`config.mk`:
```
export PLATFORM = sky130hd
export DESIGN_NAME = wb_decoder
export DESIGN_NICKNAME = d
export VERILOG_FILES = /design/src/rtl/wb_pkg.sv /design/src/rtl/wb_watchdog.sv /design/src/rtl/wb_decoder.sv
export SDC_FILE = /design/constraint.sdc
export NUM_CORES = 1
export LEC_CHECK = 0
export BUFFER_PORTS_ARGS = -buffer_cell sky130_fd_sc_hd__buf_2
export CAP_MARGIN = 20
export CORE_AREA = 2 2 128 130
export DETAILED_ROUTE_END_ITERATION = 10
export DIE_AREA = 0 0 130 132
export PLACE_DENSITY = 0.73
export SETUP_SLACK_MARGIN = 0.4
export SYNTH_ARGS = -nofsm -noshare
export SYNTH_HDL_FRONTEND = slang
export SYNTH_HIERARCHICAL = 1
export SYNTH_SLANG_ARGS = --single-unit
```
`constraint.sdc`:
```
create_clock -name wb_clk_i -period 2 [get_ports wb_clk_i]
set_clock_uncertainty 0.05 [all_clocks]
set_input_delay 0.3 -clock wb_clk_i [delete_from_list [all_inputs] [get_ports wb_clk_i]]
set_output_delay 0.3 -clock wb_clk_i [all_outputs]
set_load 0.02 [all_outputs]
```
`src/rtl/wb_pkg.sv`:
```
`default_nettype none
// +----------------------------------------------------------------------+
// | wb_pkg : shared FSM encodings, defaults and region decode helper      |
// | Rev 1.0                                                               |
// +----------------------------------------------------------------------+
package wb_pkg;

  localparam int unsigned c_MAX_NS = 16;
  localparam int unsigned c_MAX_DB = 8;

  localparam logic [31:0] c_UNMAPPED_DATA = 32'hDEADBEEF;

  localparam logic [1:0] c_ST_IDLE   = 2'd0;
  localparam logic [1:0] c_ST_ACTIVE = 2'd1;
  localparam logic [1:0] c_ST_RESP   = 2'd2;

  typedef enum logic [1:0] {
    ST_IDLE   = c_ST_IDLE,
    ST_ACTIVE = c_ST_ACTIVE,
    ST_RESP   = c_ST_RESP
  } state_t;

  typedef struct packed {
    logic       valid;
    logic [3:0] idx;
  } dec_t;

  // Descending scan so the lowest matching slave index is the one that sticks.
  function automatic dec_t decode_region(
    input logic [c_MAX_NS*c_MAX_DB-1:0] map,
    input int unsigned                  ns,
    input int unsigned                  db,
    input logic [c_MAX_DB-1:0]          code
  );
    dec_t                r;
    logic [c_MAX_DB-1:0] field;
    logic [c_MAX_DB-1:0] mask;
    r    = '0;
    mask = {c_MAX_DB{1'b1}} >> (c_MAX_DB - db);
    for (int i = c_MAX_NS - 1; i >= 0; i--) begin
      if (i < ns) begin
        field = c_MAX_DB'(map >> (i * db)) & mask;
        if (field == (code & mask)) begin
          r.valid = 1'b1;
          r.idx   = 4'(i);
        end
      end
    end
    return r;
  endfunction

endpackage
`default_nettype wire

```
`src/rtl/wb_watchdog.sv`:
```
`default_nettype none
// +----------------------------------------------------------------------+
// | wb_watchdog : per-transfer timeout counter, expires at TIMEOUT        |
// | Rev 1.0                                                               |
// +----------------------------------------------------------------------+
module wb_watchdog #(
  parameter int unsigned TIMEOUT = 255
) (
  input  logic clk,
  input  logic rst_n,
  input  logic load,
  input  logic enable,
  output logic expire
);

  generate
    if (TIMEOUT == 0) begin : g_disabled
      logic w_unused;
      assign w_unused = &{1'b0, clk, rst_n, load, enable};
      assign expire   = 1'b0;
    end else begin : g_counter
      localparam int unsigned c_CW = $clog2(TIMEOUT + 1);
      logic [c_CW-1:0] r_count;

      always_ff @(posedge clk or negedge rst_n) begin
        if (!rst_n) begin
          r_count <= '0;
        end else if (load) begin
          r_count <= '0;
        end else if (enable && (r_count != c_CW'(TIMEOUT))) begin
          r_count <= r_count + 1'b1;
        end
      end

      assign expire = enable && (r_count == c_CW'(TIMEOUT));
    end
  endgenerate

endmodule
`default_nettype wire

```
`src/rtl/wb_decoder.sv`:
```
`default_nettype none
// +----------------------------------------------------------------------+
// | wb_decoder : single-master Wishbone B4 classic address decoder        |
// | Rev 1.0                                                               |
// +----------------------------------------------------------------------+
module wb_decoder
  import wb_pkg::*;
#(
  parameter int unsigned      AW            = 32,
  parameter int unsigned      DW            = 32,
  parameter int unsigned      NS            = 4,
  parameter int unsigned      DB            = 4,
  parameter logic [NS*DB-1:0] SLAVE_MAP     = {4'h3, 4'h2, 4'h1, 4'h0},
  parameter bit               UNMAPPED_ERR  = 1'b1,
  parameter logic [DW-1:0]    UNMAPPED_DATA = DW'(c_UNMAPPED_DATA),
  parameter int unsigned      TIMEOUT       = 255,
  localparam int unsigned     SW            = DW / 8
) (
  input  logic             wb_clk_i,
  input  logic             wb_rst_ni,
  input  logic [AW-1:0]    wbs_adr_i,
  input  logic [DW-1:0]    wbs_dat_i,
  output logic [DW-1:0]    wbs_dat_o,
  input  logic             wbs_we_i,
  input  logic             wbs_cyc_i,
  input  logic             wbs_stb_i,
  input  logic [SW-1:0]    wbs_sel_i,
  output logic             wbs_ack_o,
  output logic             wbs_err_o,
  output logic [AW-1:0]    wbm_adr_o,
  output logic [DW-1:0]    wbm_dat_o,
  output logic             wbm_we_o,
  output logic [SW-1:0]    wbm_sel_o,
  output logic [NS-1:0]    wbm_cyc_o,
  output logic [NS-1:0]    wbm_stb_o,
  input  logic [NS*DW-1:0] wbm_dat_i,
  input  logic [NS-1:0]    wbm_ack_i,
  input  logic [NS-1:0]    wbm_err_i,
  output logic [7:0]       err_cnt_o
);

  localparam logic [c_MAX_NS*c_MAX_DB-1:0] c_MAP = (c_MAX_NS*c_MAX_DB)'(SLAVE_MAP);

  state_t         r_state;
  logic [AW-1:0]  r_adr;
  logic [DW-1:0]  r_wdat;
  logic           r_we;
  logic [SW-1:0]  r_sel;
  logic [3:0]     r_idx;
  logic [NS-1:0]  r_oh;
  logic [DW-1:0]  r_rdat;
  logic           r_ack;
  logic           r_err;
  logic [7:0]     r_err_cnt;

  logic [c_MAX_DB-1:0] w_code;
  dec_t                w_dec;
  logic                w_s_ack;
  logic                w_s_err;
  logic [DW-1:0]       w_s_dat;
  logic                w_expire;
  logic [7:0]          w_cnt_next;

  assign w_code     = c_MAX_DB'(wbs_adr_i[AW-1 -: DB]);
  assign w_dec      = decode_region(c_MAP, NS, DB, w_code);
  assign w_cnt_next = (r_err_cnt == 8'hFF) ? r_err_cnt : r_err_cnt + 8'd1;

  always_comb begin
    w_s_ack = 1'b0;
    w_s_err = 1'b0;
    w_s_dat = '0;
    for (int i = 0; i < NS; i++) begin
      if (r_idx == 4'(i)) begin
        w_s_ack = wbm_ack_i[i];
        w_s_err = wbm_err_i[i];
        w_s_dat = wbm_dat_i[i*DW +: DW];
      end
    end
  end

  wb_watchdog #(
    .TIMEOUT (TIMEOUT)
  ) u_watchdog (
    .clk    (wb_clk_i),
    .rst_n  (wb_rst_ni),
    .load   (r_state == ST_IDLE),
    .enable (r_state == ST_ACTIVE),
    .expire (w_expire)
  );

  always_ff @(posedge wb_clk_i or negedge wb_rst_ni) begin
    if (!wb_rst_ni) begin
      r_state   <= ST_IDLE;
      r_adr     <= '0;
      r_wdat    <= '0;
      r_we      <= 1'b0;
      r_sel     <= '0;
      r_idx     <= '0;
      r_oh      <= '0;
      r_rdat    <= '0;
      r_ack     <= 1'b0;
      r_err     <= 1'b0;
      r_err_cnt <= '0;
    end else begin
      r_ack <= 1'b0;
      r_err <= 1'b0;
      case (r_state)
        ST_IDLE: begin
          if (wbs_cyc_i && wbs_stb_i) begin
            r_adr  <= wbs_adr_i;
            r_wdat <= wbs_dat_i;
            r_we   <= wbs_we_i;
            r_sel  <= wbs_sel_i;
            r_idx  <= w_dec.idx;
            if (w_dec.valid) begin
              r_oh    <= NS'(1) << w_dec.idx;
              r_state <= ST_ACTIVE;
            end else begin
              r_state <= ST_RESP;
              if (UNMAPPED_ERR) begin
                r_err     <= 1'b1;
                r_err_cnt <= w_cnt_next;
              end else begin
                r_ack <= 1'b1;
                if (!wbs_we_i) r_rdat <= UNMAPPED_DATA;
              end
            end
          end
        end
        ST_ACTIVE: begin
          // Abort outranks everything; a real termination outranks the watchdog.
          if (!wbs_cyc_i) begin
            r_oh    <= '0;
            r_state <= ST_IDLE;
          end else if (w_s_err) begin
            r_oh      <= '0;
            r_err     <= 1'b1;
            r_err_cnt <= w_cnt_next;
            r_state   <= ST_RESP;
          end else if (w_s_ack) begin
            r_oh    <= '0;
            r_ack   <= 1'b1;
            if (!r_we) r_rdat <= w_s_dat;
            r_state <= ST_RESP;
          end else if (w_expire) begin
            r_oh      <= '0;
            r_err     <= 1'b1;
            r_err_cnt <= w_cnt_next;
            r_state   <= ST_RESP;
          end
        end
        ST_RESP: r_state <= ST_IDLE;
        default: r_state <= ST_IDLE;
      endcase
    end
  end

  assign wbs_dat_o = r_rdat;
  assign wbs_ack_o = r_ack;
  assign wbs_err_o = r_err;
  assign wbm_adr_o = r_adr;
  assign wbm_dat_o = r_wdat;
  assign wbm_we_o  = r_we;
  assign wbm_sel_o = r_sel;
  assign wbm_cyc_o = r_oh;
  assign wbm_stb_o = r_oh;
  assign err_cnt_o = r_err_cnt;

endmodule
`default_nettype wire

```
==> results of run 1 <==
## sequential cells by signal (all words and copies together) (netlist names)
name                          cells
wbs_dat_o                        32
wbm_cyc_o                         4
r_idx                             2
wbs_ack_o                         1
r_state                           2
wbm_dat_o                        32
wbm_adr_o                        32
wbm_we_o                          1
err_cnt_o                         8
wbs_err_o                         1
u_watchdog/g_counter.r_count      8
wbm_sel_o                         4
## logic make-up after synthesis
family                     count (synthesis)  synth area share (%)
AOI/OAI and AO/OA                         20                  2.71
xor gates and xnor gates                   7                  1.02
adders and majority gates                  2                 0.417
buffers and inverters                     38                  3.35
DFF                                      127                  52.9
muxes                                     76                  20.5
and+or+nand+nor                          268                  19.1
## layout by cell type (no fill, tap or decap), types with 3 or more instances in the layout
cell           netlist  layout
and3_1               6       5
mux2_4               2       6
nor3_1               7       6
nand4_1              4       4
mux2i_1              4       3
buf_4                8      17
nor3b_1              3       3
buf_2                5     326
dfrtp_1            127     126
nor2_1               7       6
clkbuf_16            0      18
nor2b_1              4       4
a21oi_1              4       3
buf_12               0       6
inv_6                0       5
mux2_2              35      32
inv_1                3       3
dlygate4sd3_1        0       4
nand2_1            216     213
bufinv_16            0       5
buf_6                3       4
xnor2_1              6       5
mux4_2              33      33
o21ai_0              5       3
nand3_1              4       3
## power groups by stage
stage / Sequential, uW / Clock (uW) / Combinational [uW]
finish: 3230 / 3530 / 2140
global route: 3290 / 3730 / 2300
CTS: 3230 / 3600 / 2120
detailed placement: 3260 / 0 / 2110
global placement: 3260 / 0 / 2070
floorplan: 3730 / 0 / 707
## layout make-up
type / count / share of cell area (%)
diodes: 2 / 0.0563
clock buffers: 19 / 5.10
clock inverters: 13 / 2.51
inverters: 3 / 0.127
multi-input cells: 373 / 30.9
flip-flops and latches: 127 / 35.8
well taps: 216 / 3.04
repair buffers: 359 / 22.6
## per-stage QoR
step                util (%)  total power, uW
global route            56.6             9320
detailed placement      51.1             5380
floorplan                  -             4440
global placement        51.1             5330
finish                  56.6             8890
CTS                     55.8             8960
## cell usage after synthesis, types with 2 or more instances
master | instances | area [sq um]
mux2_4 | 2 | 30.0
a21oi_1 | 4 | 20.0
nor3_2 | 2 | 20.0
buf_2 | 5 | 25.0
nand2_1 | 216 | 811
buf_6 | 3 | 33.8
and3_1 | 6 | 37.5
nand3_1 | 4 | 20.0
buf_4 | 8 | 60.1
a31oi_1 | 2 | 12.5
xnor2_1 | 6 | 52.6
and2_1 | 2 | 12.5
nand2b_1 | 2 | 12.5
nor2_1 | 7 | 26.3
mux2i_1 | 4 | 40.0
nor3_1 | 7 | 35.0
nor3b_1 | 3 | 22.5
nor2b_1 | 4 | 25.0
dfrtp_1 | 127 | 3180
clkbuf_1 | 19 | 71.3
inv_1 | 3 | 11.3
ha_1 | 2 | 25.0
mux2_2 | 35 | 394
o21ai_0 | 5 | 25.0
mux2_1 | 2 | 22.5
mux4_2 | 33 | 743
and4_1 | 2 | 17.5
nand4_1 | 4 | 25.0
## how the worst max path moves through the flow
stage	slack, ps	cells past startpoint	endpoint
global placement	20	5	err_cnt_o[1]
global route	-50	5	wbs_dat_o[13]
finish	20	5	err_cnt_o[1]
floorplan	20	7	err_cnt_o[1]
detailed placement	2	5	err_cnt_o[1]
CTS	20	5	wbm_cyc_o[3]
## worst max-delay path: stages, from the launching register on
cell	delay, ps
dfrtp_1	460
nor2_1	80
or4b_4	550
a211oi_4	260
buf_12	160
mux2_4	290
## per-layer routing
metal | up-vias | track usage, %
met1 | 2572 | 23.6
met3 | 41 | 7.59
met2 | 218 | 36.6
met4 | 0 | 9.14
met5 | - | 0
li1 | 2518 | -
## repair_timing
item                                   4_1_cts  5_1_grt
setup buffers                                0        4
endpoints found under the hold margin       33        0
setup endpoints to repair                  112      115
hold buffers                                 4        0
pin swaps                                    2        5
resized for setup                            4       15
gates cloned                                 0        1
==> results.toml, run 1 <==
[timing]
relSlewSlack_pct = 70.7
fin_crit_ps = 1980
drv_slew = 0
setup_viol = 0
hold_slack_ps = 22.0
max_freq_mhz = 504
tightestPinTransition_ps = 439
period_share_pct = 99.2
fin_ws_ps = 15.6
setup_tns_ps = 0
rsz0062_at_grt = "true"
hold_viol = 0

[critical_path]
cp-startpoint = "r_state[0]"
criticalPathCategory = "register to register"
r2r_cells = 5
crit_fanout = 8
endpoint_kind = "register"
crit_arrival_ps = 2230
ff2ff_setup_slack_ps = 20
worstPathRequired_ps = 2240
reg2reg_from = "r_state[0]"
startpoint_type = "register"
r2r_end = "err_cnt_o[1]"

[place]
port-buffer-count = 327
dpl.hpwl_mm = 14.0
pre_cts_slack_ps = 1.56
dp_cells = 1069
place_congestion = 0.818
placed_area_sq_um = 8030

[pwr]
p_leak_uw = 0.00479
p_int_uw = 6180
power_density_nw_per_um2 = 1000
p_seq_share_pct = 36.3
pwr-share-comb_pct = 24.0
clock_power_share_pct = 39.7
power.switching_uw = 2710
switching_share_pct = 30.5
peakVddDrop_mv = 0.577

[final_layout]
multi_input_area_sq_um = 2740
fill_cells = 1361
drive_above_1_share_pct = 54.0
nets = 1092
area_delta_synth_final_pct = 48.0
regArea_sq_um = 3180
final_cells = 1112
design_area_sq_um = 8890

[floorplan]
initial_utilization_pct = 38.2
io_pins = 328
die_area_sq_um = 17200
die_w_um = 130
fp.coreArea_sq_um = 15700
fp-row-count = 46
fp.dieH_um = 132

[route]
top_layer = "met4"
drt_iter0_markers = 236
ant_nets = 0
wl_met2_mm = 9.27
first_pass_iters = 6
wl_met1_mm = 7.14
finalWirelength_mm = 18.6
wl_met3_mm = 1.68
wl_per_cell_um = 16.8
drc = 0
num_vias = 5349
avgViaCountPerCell = 4.81

[clock_network]
clock_sinks = 127
numCtsBuffers = 17
h-tree-depth = 4
ctsRootBufferMaster = "clkbuf_16"
clk_latency_ps = 410
cts_buffer_depth = 2
clk_pin_slew_ps = 60
cts_tree = "done"

[hold_path]
hp-class = "input pin to register"
worstHoldStart = "wbs_dat_i[16]"
min_to = "wbm_dat_o[16]"
holdPathStages = 3

[yosys]
synth_flop_cell = "dfrtp_1"
synth_edf_count = 0
avgSynthCellArea_sq_um = 11.2
yosys_warnings = 6
synthArstFlopShare_pct = 100
postSynthCellCount = 538
synth_area_sq_um = 6010
synth_cell_types = 47
syn_nets = 749
ys_seq_area_share_pct = 52.9
ys_ff_latch = 127

[global_routing]
antenna_found_initial = 2
grt_max_degree = 71
grt_pass1_wl_mm = 27.9
grt_overflow = 0
track_usage_pct = 21.3
grt_pass1_vias = 5459

[run_status]
outcome = "finished, final reports clean"

[run]
max_cap_viol_count = 0
(Power assumes the default switching activity.)
==> inputs of run 2 (changes only) <==
- CTS_BUF_LIST: default -> sky130_fd_sc_hd__clkbuf_16
==> run 2 against run 1 <==
Against the previous run:
- the flow now finishes with violations (negative setup slack)
- sequential cell count unchanged
- final area up 3.3%
- via count up 1.1%
- hold slack about the same
- global-route usage up 0.40 points
- total power up 0.46%
- register-to-register slack worse by 30 ps
- sequential share of layout area down 1.1 points
- first-iteration DRC count up 3.0%
- combinational power up 6%
==> results.toml, run 2 (synthesized netlist as in run 1, its figures left out) <==
[clock_network]
numCtsBuffers = 17
ctsRootBufferMaster = "clkbuf_16"
clock_sinks = 127
cts_tree = "done"
cts_buffer_depth = 2
clk_pin_slew_ps = 60
clk_latency_ps = 410
h-tree-depth = 4

[route]
wl_met1_mm = 7.68
drt_iter0_markers = 243
top_layer = "met4"
drc = 0
finalWirelength_mm = 19.8
wl_met3_mm = 1.49
avgViaCountPerCell = 4.84
wl_per_cell_um = 17.7
num_vias = 5410
first_pass_iters = 4
ant_nets = 0
wl_met2_mm = 10.1

[critical_path]
criticalPathCategory = "register to register"
r2r_cells = 7
crit_arrival_ps = 2250
startpoint_type = "register"
worstPathRequired_ps = 2240
cp_slowest_cell = "dfrtp_2"
endpoint_kind = "register"
ff2ff_setup_slack_ps = -10
cp.buffers_inverters = 3
timing.critical_path.slowest_cell_delay_ps = 430
cpMostUsedCell = "buf_6"
reg2reg_from = "r_idx[0]"
r2r_end = "wbs_dat_o[3]"
path_cells = "buf_6, nor4bb_4, a32oi_4, nor3_4, buf_6, clkbuf_16, mux2_4"
crit_fanout = 8
cp_top_family = "buffers and inverters"

[floorplan]
fp.coreArea_sq_um = 15700
initial_utilization_pct = 38.2
die_w_um = 130
fp.dieH_um = 132
die_area_sq_um = 17200
fp-row-count = 46
io_pins = 328

[global_routing]
antenna_found_initial = 1
grt_overflow = 0
track_usage_pct = 21.7
grt_pass1_vias = 5431
grt_max_degree = 71
grt_pass1_wl_mm = 28.4

[place]
port-buffer-count = 327
place_congestion = 0.818
dpl.hpwl_mm = 14.0

[final_layout]
drive_above_1_share_pct = 54.9
mostFrequentLayoutCells = "326 x buf_2, 213 x nand2_1, 124 x dfrtp_1, 39 x mux2_4, 33 x mux4_2"
area_delta_synth_final_pct = 52.9
final_common_cell = "buf_2"
nets = 1098

[timing]
fin_ws_ps = -11.4
drv_slew = 0
setup_viol = 7
max_freq_mhz = 497
rsz0062_at_grt = "true"
hold_viol = 0
fin_crit_ps = 2010
relSlewSlack_pct = 70.0
period_share_pct = 101
hold_slack_ps = 21.5
tightestPinTransition_ps = 451
setup_tns_ps = -36.1

[pwr]
switching_share_pct = 30.7
p_seq_share_pct = 36.2
pwr-share-comb_pct = 25.3
p_leak_uw = 0.00488
p_int_uw = 6190
power.switching_uw = 2740
peakVddDrop_mv = 0.575
power_density_nw_per_um2 = 973
clock_power_share_pct = 38.4

[hold_path]
holdPathStages = 3
hp-class = "input pin to register"
min_to = "wbm_adr_o[22]"
worstHoldStart = "wbs_adr_i[22]"

[run]
max_cap_viol_count = 0

[run_status]
violations = "negative setup slack"
outcome = "complete, but fails checks"
-- run 2: metal layers --
metal,track usage (%),up-vias
met3,7.79,37
met5,0,-
met4,7.05,0
met2,37.8,223
li1,-,2530
met1,24.5,2620
-- run 2: worst max path at each step --
| stage | slack [ps] | to | cells past startpoint | startpoint |
|---|---|---|---|---|
| floorplan | 20 | err_cnt_o[1] | 7 | u_watchdog/g_counter.r_count[1] |
| global placement | 20 | err_cnt_o[1] | 5 | r_idx[0] |
| detailed placement | 2 | err_cnt_o[1] | 5 | r_idx[0] |
| CTS | 20 | wbs_dat_o[20] | 7 | r_idx[0] |
| global route | -60 | err_cnt_o[5] | 6 | r_idx[0] |
| finish | -10 | wbs_dat_o[3] | 7 | r_idx[0] |
-- run 2: power groups by stage --
stage	combinational, uW	clock [uW]	sequential (uW)
floorplan	707	0	3730
global placement	2070	0	3260
detailed placement	2110	0	3260
CTS	2180	3520	3230
global route	2420	3650	3290
finish	2260	3430	3240
-- run 2: final cells by class --
class | instances | area, sq um
Antenna cell | 2 | 5.00
Clock buffer | 17 | 425
Clock inverter | 15 | 230
Fill cell | 1338 | 6530
Inverter | 3 | 13.8
Multi-Input combinational cell | 373 | 2910
Sequential cell | 127 | 3180
Tap cell | 216 | 270
Timing Repair Buffer | 365 | 2150
-- run 2: metrics by stage --
step | setup WS, ps | utilization [%] | cells | area [sq um] | power, uW
final | -11.4 | 58.4 | 1118 | 9180 | 8930
after global routing | -62.5 | 58.4 | 1117 | 9180 | 9370
after CTS | 18.5 | 56.4 | 1108 | 8860 | 8930
after detailed placement | 1.56 | 51.1 | 1069 | 8030 | 5380
after global placement | 21.4 | 51.1 | 1069 | 8030 | 5330
after floorplan | 19.2 | - | 538 | 6050 | 4440
-- run 2: worst register-to-register path: stages (launching register included) --
cell and delay, ps:
dfrtp_2 430, buf_6 140, nor4bb_4 330, a32oi_4 120
nor3_4 140, buf_6 170, clkbuf_16 190, mux2_4 310
-- run 2: what timing repair did --
item                                   4_1_cts  5_1_grt
hold buffers                                 1        1
setup endpoints to repair                  112      116
endpoints found under the hold margin       30        1
pin swaps                                    9        4
setup buffers                                4        4
gates cloned                                 2        3
resized for setup                           21       49
==> inputs of run 3 (changes only) <==
- BUFFER_PORTS_ARGS: -buffer_cell sky130_fd_sc_hd__buf_2 -> default
- CORE_AREA: 2 2 128 130 -> 2 2 127 129
- DIE_AREA: 0 0 130 132 -> 0 0 129 131
- DONT_BUFFER_PORTS: default -> 1
- PLACE_DENSITY: 0.73 -> default
==> run 3 against run 2 <==
Against the previous run:
- the flow finishes with violations (negative hold slack)
- via count is 8.2% lower
- sequential cell count is the same
- critical endpoint is now err_cnt_o[1]
- clock power fell by 11%
- register-to-register slack improved by 20 ps
- sequential power up 18%
- clock-buffer cell count stayed put
- worst setup slack improved by 24 ps
- die area is 1.5% lower
- largest cell class is now multi-input gates
==> results.toml, run 3 (synthesized netlist as in run 1, its figures left out) <==
[run_status]
outcome = "complete, but fails checks"
violations = "negative hold slack"

[final_layout]
final_cells = 898
regArea_sq_um = 3180
nets = 877
final_common_cell = "dfrtp_1"
fill_cells = 1142
design_area_sq_um = 9320
area_delta_synth_final_pct = 55.2
mostFrequentLayoutCells = "124 x dfrtp_1, 79 x nand2_2, 70 x nand2_1, 70 x dlygate4sd3_1, 67 x nand2_4"
multi_input_area_sq_um = 3550
drive_above_1_share_pct = 53.2

[critical_path]
timing.critical_path.slowest_cell_delay_ps = 550
cp-startpoint = "r_idx[0]"
reg2reg_from = "r_idx[0]"
criticalPathCategory = "register to register"
path_cells = "mux4_2, nand2b_4, a211oi_4, buf_6, mux2_4"
crit_fanout = 7
worstPathRequired_ps = 2260
startpoint_type = "register"
cp.buffers_inverters = 1
cp_top_family = "multiplexers"
endpoint_kind = "register"
cp_slowest_cell = "mux4_2"
crit_arrival_ps = 2240

[floorplan]
fp-row-count = 46
die_area_sq_um = 16900
initial_utilization_pct = 38.5
fp.coreArea_sq_um = 15600
io_pins = 328
die_w_um = 129
fp.dieH_um = 131

[timing]
tightestPinTransition_ps = 474
hold_slack_ps = -473
relSlewSlack_pct = 68.4
hold_viol = 127
rsz0062_at_grt = "true"
period_share_pct = 99.4
fin_crit_ps = 1990
setup_viol = 0
setup_tns_ps = 0
drv_slew = 0
max_freq_mhz = 503

[place]
dp_cells = 747
dpl.hpwl_mm = 12.2
place_congestion = 0.776
placed_area_sq_um = 6400
port-buffer-count = 0

[route]
first_pass_iters = 4
drt_iter0_markers = 228
finalWirelength_mm = 22.7
ant_nets = 0
num_vias = 4966
wl_per_cell_um = 25.3
drc = 0
avgViaCountPerCell = 5.53

[global_routing]
grt_pass1_vias = 4738
track_usage_pct = 20.9
grt_max_degree = 128
grt_pass1_wl_mm = 26.0
grt_overflow = 0
antenna_found_initial = 5

[pwr]
power.total_uw = 8480
power_density_nw_per_um2 = 910
peakVddDrop_mv = 0.568
p_leak_uw = 0.00441

[clock_network]
h-tree-depth = 4
cts_buffer_depth = 2
ctsRootBufferMaster = "clkbuf_16"
cts_tree = "done"
cts_hold_buffers = 70
numCtsBuffers = 17
clk_latency_ps = 420
clk_pin_slew_ps = 60
clock_sinks = 127

[run]
max_cap_viol_count = 0

[hold_path]
hp-class = "input pin to asynchronous set/reset pin"
run 3: cell types whose count changed in the layout (fill, tap and decap cells not counted), moves of 5 or more:
cell,before,now
buf_4,15,24
nand2_1,213,70
buf_6,9,19
clkbuf_16,20,30
mux2_4,39,6
buf_2,326,0
mux2_2,0,32
clkinvlp_4,0,5
nand2_4,2,67
nand2_2,1,79
dlygate4sd3_1,2,70
run 3: power breakdown:
group          switching (uW)  internal (uW)
clock                    1290           1750
combinational             772            847
sequential                856           2970
total                    2920           5560
run 3: cell type report:
class | count | area share, %
Antenna cell | 3 | 0.0806
Timing Repair Buffer | 142 | 18.5
Clock buffer | 17 | 4.56
Multi-Input combinational cell | 375 | 38.1
Tap cell | 216 | 2.90
Inverter | 3 | 0.121
Clock inverter | 15 | 1.62
Sequential cell | 127 | 34.1
run 3: routing by layer:
metal | part of all wire, % | global-route usage (%) | wire, um | vias to the layer above
met5 | 0.12 | 0 | 27 | -
met4 | 3.4 | 9.08 | 760 | 4
met3 | 9.7 | 7.57 | 2210 | 58
met2 | 53 | 37.2 | 12100 | 327
met1 | 33 | 22.5 | 7590 | 2475
li1 | - | - | - | 2102
run 3: what timing repair did:
item | in CTS | in global routing
pin swaps | 6 | 137
cloned | 2 | 22
buffers inserted | 9 | 13
gates resized for setup | 13 | 265
setup endpoints to repair | 115 | 119
hold endpoints to repair | 197 | 127
run 3: final timing paths:
path	endpoint	slack, ps	cells after the start
max	err_cnt_o[1]	10	5
min reg2reg	err_cnt_o[6]	550	2
min	wbs_dat_o[2]	-470	0
max reg2reg	err_cnt_o[1]	10	5
min in group wb_clk_i	r_idx[0]	20	2
max in group asynchronous	wbm_cyc_o[1]	2200	0
run 3: metrics by stage:
stage                     worst slack (ps)  utilization (%)
after floorplan                       19.2                -
after global placement               -52.9             41.0
after detailed placement             -95.9             41.0
after CTS                             14.8             50.3
after global routing                 -81.6             59.7
final                                 12.8             59.7
